**src/rtl/cdb_arbiter.sv**
```systemverilog
// cdb_arbiter: round-robin arbitration of functional-unit results onto a single registered common data bus.
module cdb_arbiter #(
  parameter int NUM_FU = 4,
  parameter int XLEN   = 32,
  parameter int TAG_W  = 5
) (
  input  logic                      clock,
  input  logic                      reset,
  input  logic [NUM_FU-1:0]         fu_done,
  input  logic [NUM_FU*XLEN-1:0]    fu_value,
  input  logic [NUM_FU*TAG_W-1:0]   fu_rob_tag,
  input  logic                      cdb_stall,
  input  logic                      squash,
  output logic [NUM_FU-1:0]         fu_ack,
  output logic                      cdb_valid,
  output logic [XLEN-1:0]           cdb_value,
  output logic [TAG_W-1:0]          cdb_rob_tag,
  output logic [$clog2(NUM_FU)-1:0] cdb_fu_idx,
  output logic [31:0]               bcast_count
);
  localparam int IDX_W = $clog2(NUM_FU);
  logic [IDX_W-1:0] ptr, win, win_nxt;
  logic             found, grant;
  logic [XLEN-1:0]  mux_value;
  logic [TAG_W-1:0] mux_tag;
  // Scanning from the farthest offset down lets the nearest set bit overwrite, avoiding a break.
  always_comb begin
    win   = '0;
    found = 1'b0;
    for (int k = NUM_FU - 1; k >= 0; k--) begin
      if (fu_done[IDX_W'((int'(ptr) + k) % NUM_FU)]) begin
        win   = IDX_W'((int'(ptr) + k) % NUM_FU);
        found = 1'b1;
      end
    end
  end
  assign win_nxt = (int'(win) == NUM_FU - 1) ? '0 : win + 1'b1;
  assign grant   = found & ~cdb_stall & ~squash & ~reset;
  assign fu_ack  = grant ? ({{(NUM_FU-1){1'b0}}, 1'b1} << win) : '0;
  // AND-OR mux driven only by the one-hot ack, so ungranted data never reaches the bus.
  always_comb begin
    mux_value = '0;
    mux_tag   = '0;
    for (int i = 0; i < NUM_FU; i++) begin
      mux_value = mux_value | (fu_value[i*XLEN +: XLEN] & {XLEN{fu_ack[i]}});
      mux_tag   = mux_tag | (fu_rob_tag[i*TAG_W +: TAG_W] & {TAG_W{fu_ack[i]}});
    end
  end
  always_ff @(posedge clock) begin
    if (reset) begin
      cdb_valid   <= 1'b0;
      cdb_value   <= '0;
      cdb_rob_tag <= '0;
      cdb_fu_idx  <= '0;
      bcast_count <= '0;
      ptr         <= '0;
    end else begin
      cdb_valid <= grant;
      if (grant) begin
        cdb_value   <= mux_value;
        cdb_rob_tag <= mux_tag;
        cdb_fu_idx  <= win;
        bcast_count <= bcast_count + 32'd1;
        ptr         <= win_nxt;
      end
      if (squash) ptr <= '0;
    end
  end
endmodule

```
**config.mk**
```make
export PLATFORM = sky130hd
export DESIGN_NAME = cdb_arbiter
export DESIGN_NICKNAME = d
export VERILOG_FILES = /design/src/rtl/cdb_arbiter.sv
export SDC_FILE = /design/constraint.sdc
export NUM_CORES = 1
export LEC_CHECK = 0
export ABC_CLOCK_PERIOD_IN_PS = 2700
export CAP_MARGIN = 5
export CORE_ASPECT_RATIO = 1.75
export CORE_MARGIN = 2
export CORE_UTILIZATION = 35
export CTS_CLUSTER_DIAMETER = 100
export DETAILED_ROUTE_END_ITERATION = 8
export MAX_ROUTING_LAYER = met4
export PLACE_DENSITY_LB_ADDON = 0.25
export SETUP_SLACK_MARGIN = 0.4
export SYNTH_ARGS = -nofsm -noshare
export SYNTH_HDL_FRONTEND = slang
export SYNTH_SLANG_ARGS = --single-unit
```
**constraint.sdc**
```tcl
create_clock -name clock -period 2.7 [get_ports clock]
set_input_delay 0.405 -clock clock [delete_from_list [all_inputs] [get_ports clock]]
set_output_delay 0.405 -clock clock [all_outputs]
set_load 0.02 [all_outputs]
```
==> flow_summary_export.csv <==
group,metric,value,unit
sta,final_max_slew_viol_count,0,
power_and_ir_drop,p_clk_frac,0.416,
clock_network,cts_buffers,9,
sta,finalSetupViolations,0,
setup_path,required,2920,ps
finish,area_growth,79.8,%
setup_path,crit_end,"bcast_count[29]",
sta,tightest_slew,868,ps
sta,fmax,443,MHz
clock_network,cts_hold_buf,0,
floorplanning,core,10600,um2
clock_network,clkTransAtPathRegs,60,ps
run_status,outcome,"completed",
power_and_ir_drop,switching_share,0.247,
synthesis,async_reset_ff_frac,0,
clock_network,root_buffer,"clkbuf_16",
synthesis,syn_area_per_cell,8.51,um2
synthesis,synth_top_area_frac,0.393,
placed_design,gp_congestion,0.842,
finish,nFillCells,893,
drt,first_iter_violations,173,
synthesis,synth_area,3770,um2
floorplanning,die_h,141,um
power_and_ir_drop,p_per_area,448,nW/um2
finish,layout-drive-gt1-share,0.116,
hold_path,hp-class,"register to register",
finish,antenna_cells,0,
finish,final_util,0.641,
sta,setup_ws,443,ps
clock_network,cts_buffer_depth,2,
power_and_ir_drop,p_int,2.29,mW
setup_path,rr_endpoint,"cdb_rob_tag[3]",
floorplanning,die_area,11700,um2
sta,final.period_utilization,0.836,
setup_path,path_max_fanout,21,
sta,fin_hold_ws,479,ps
clock_network,htree_levels,3,
sta,hold_viol,0,
clock_network,clock_sinks,74,
sta,relSlewSlack,0.422,
power_and_ir_drop,p_leak,2.36,nW
power_and_ir_drop,comb_power_share,0.207,
placed_design,port_buffers,231,
synthesis,synth_edf_count,0,
synthesis,synth_nets,604,
setup_path,endpoint_kind,"register",
sta,fin_crit,2260,ps
setup_path,start_kind,"input pin",
sta,fin_skew,5.15,ps
power_and_ir_drop,p_total,3.04,mW
floorplanning,ios,232,
synthesis,yosysWarnings,0,
setup_path,r2r-start,"ptr[1]",
clock_network,cts_tree,"built",
synthesis,synthFlopType,"dfxtp_1",
drt,routed_wl,14100,um
global_route,grt_max_degree,82,
floorplanning,start_util,0.357,
finish,nets,828,
power_and_ir_drop,pwr-share-seq,0.377,
floorplanning,rows,50,
drt,firstDrtPassIters,4,
finish,final_common_cell,"clkdlybuf4s50_1",
synthesis,synth.area.top_cells,"dfxtp_1, a22oi_1, a311oi_1",
drt,viasPerCell,5.56,
job,maxCapViolCount,0,
setup_path,startpoint,"squash",
setup_path,reg2reg_slack,480,ps
global_route,grt_pass1_vias,4376,
sta,rsz0062_at_grt,"true",
power_and_ir_drop,ir_drop,0.351,mV
placed_design,dp_hpwl,10400,um
synthesis,synthCells,443,
global_route,grt_antenna_before_repair,0,
synthesis,ys_seq_elements,74,
drt,wl_per_cell,17.6,um
setup_path,worst-setup-path-type,"input pin to register",
global_route,grt_pass1_wl,20800,um
global_route,grtUsageTotal,0.238,
setup_path,worst-endpoint-arrival,2480,ps
drt,drc,0,
synthesis,yosysTopAreaCell,"dfxtp_1",
placed_design,dp_slack,-281,ps
drt,ant_nets,0,
drt,vias,4460,
power_and_ir_drop,p_sw,0.751,mW
synthesis,ys_types,37,
global_route,grt_overflow_total,0,
clock_network,clock_latency,330,ps
setup_path,ff2ff_path_depth,8,
floorplanning,die-width,82.5,um
synthesis,yosysSeqAreaShare,0.393,
finish,layout_common_cells,"clkdlybuf4s50_1, a22oi_1, dfxtp_1",
## area by class of cell
type	instances	area [um2]	area share
timing repair buffer	254	2530	0.373
clock buffer	9	225	0.0332
sequential	74	1490	0.219
clock inverter	7	93.8	0.0138
tap	130	163	0.0240
multi-input combinational	320	2260	0.333
inverter	8	30.0	0.00443
## flip-flops by register name, indices dropped and copies added, names as in the netlist
name         flops
cdb_value       32
cdb_rob_tag      5
cdb_valid        1
bcast_count     32
cdb_fu_idx       2
ptr              2
## critical path, stage by stage
cell	delay [ps]
clkdlybuf4s50_1	420
or3_4	390
or4_4	540
buf_12	170
nor4_4	220
mux2_4	320
## stage by stage
step                      setup TNS, ps  cell area, um2  instances
after global routing                  0            6780        802
after global placement             -994            6250        782
after floorplan                       0            3780        443
after CTS                             0            6630        799
after detailed placement          -1920            6250        782
final                                 0            6780        802
## cells by family (layout without fill, tap and decap cells)
kind of cell | Yosys count | after routing | synth area share
compound gates | 148 | 148 | 0.289
xor+xnor | 6 | 6 | 0.0139
buf+inv | 49 | 278 | 0.0511
simple gates | 149 | 149 | 0.202
flops | 74 | 74 | 0.393
mux | 12 | 12 | 0.0348
fa+ha+maj | 5 | 5 | 0.0166
## synth_stat cells (2+ instances only)
library cell	n
nor3_1	3
and3_1	5
o21ai_0	10
or3_1	8
or4_1	9
mux2_2	9
nor2b_1	9
a311oi_1	37
and2_1	2
a22oi_1	74
nor4_1	13
nand3_1	12
nand2b_1	3
and4_1	4
o31ai_1	6
a21oi_1	18
mux2i_1	3
dfxtp_1	74
ha_1	5
inv_1	7
xnor2_1	5
nor2_1	56
clkbuf_1	38
nand2_1	17
nand4_1	4
## how the worst min path moves through the flow
stage                          startpoint               to  cells past startpoint
after floorplan                    ptr[1]           ptr[1]                      2
after global placement    bcast_count[31]  bcast_count[31]                      1
after detailed placement  bcast_count[31]  bcast_count[31]                      1
after CTS                 bcast_count[31]  bcast_count[31]                      1
after global routing      bcast_count[31]  bcast_count[31]                      1
final                     bcast_count[31]  bcast_count[31]                      1
## repair_timing
action / 4_1_cts / 5_1_grt
resized for setup: 38 / 31
gates cloned: 1 / 0
pin swaps: 3 / 5
setup endpoints to repair: 56 / 26
buffers inserted: 0 / 3
## metal layers
metal	share of wire	routed length, um	vias to the layer above	GRT usage
li1	-	-	2155	-
met1	0.37	5240	2086	0.248
met2	0.53	7510	192	0.420
met3	0.068	965	27	0.0528
met4	0.027	384	0	0.0947
met5	0	0	-	-
## power groups by stage
stage	logic (mW)	registers, mW	clock network [mW]
6_report	0.629	1.14	1.27
5_1_grt	0.671	1.15	1.35
4_1_cts	0.624	1.14	1.30
3_5_place_dp	0.622	1.17	0
3_3_place_gp	0.615	1.17	0
2_1_floorplan	0.213	1.21	0
(Power assumes the default switching activity.)
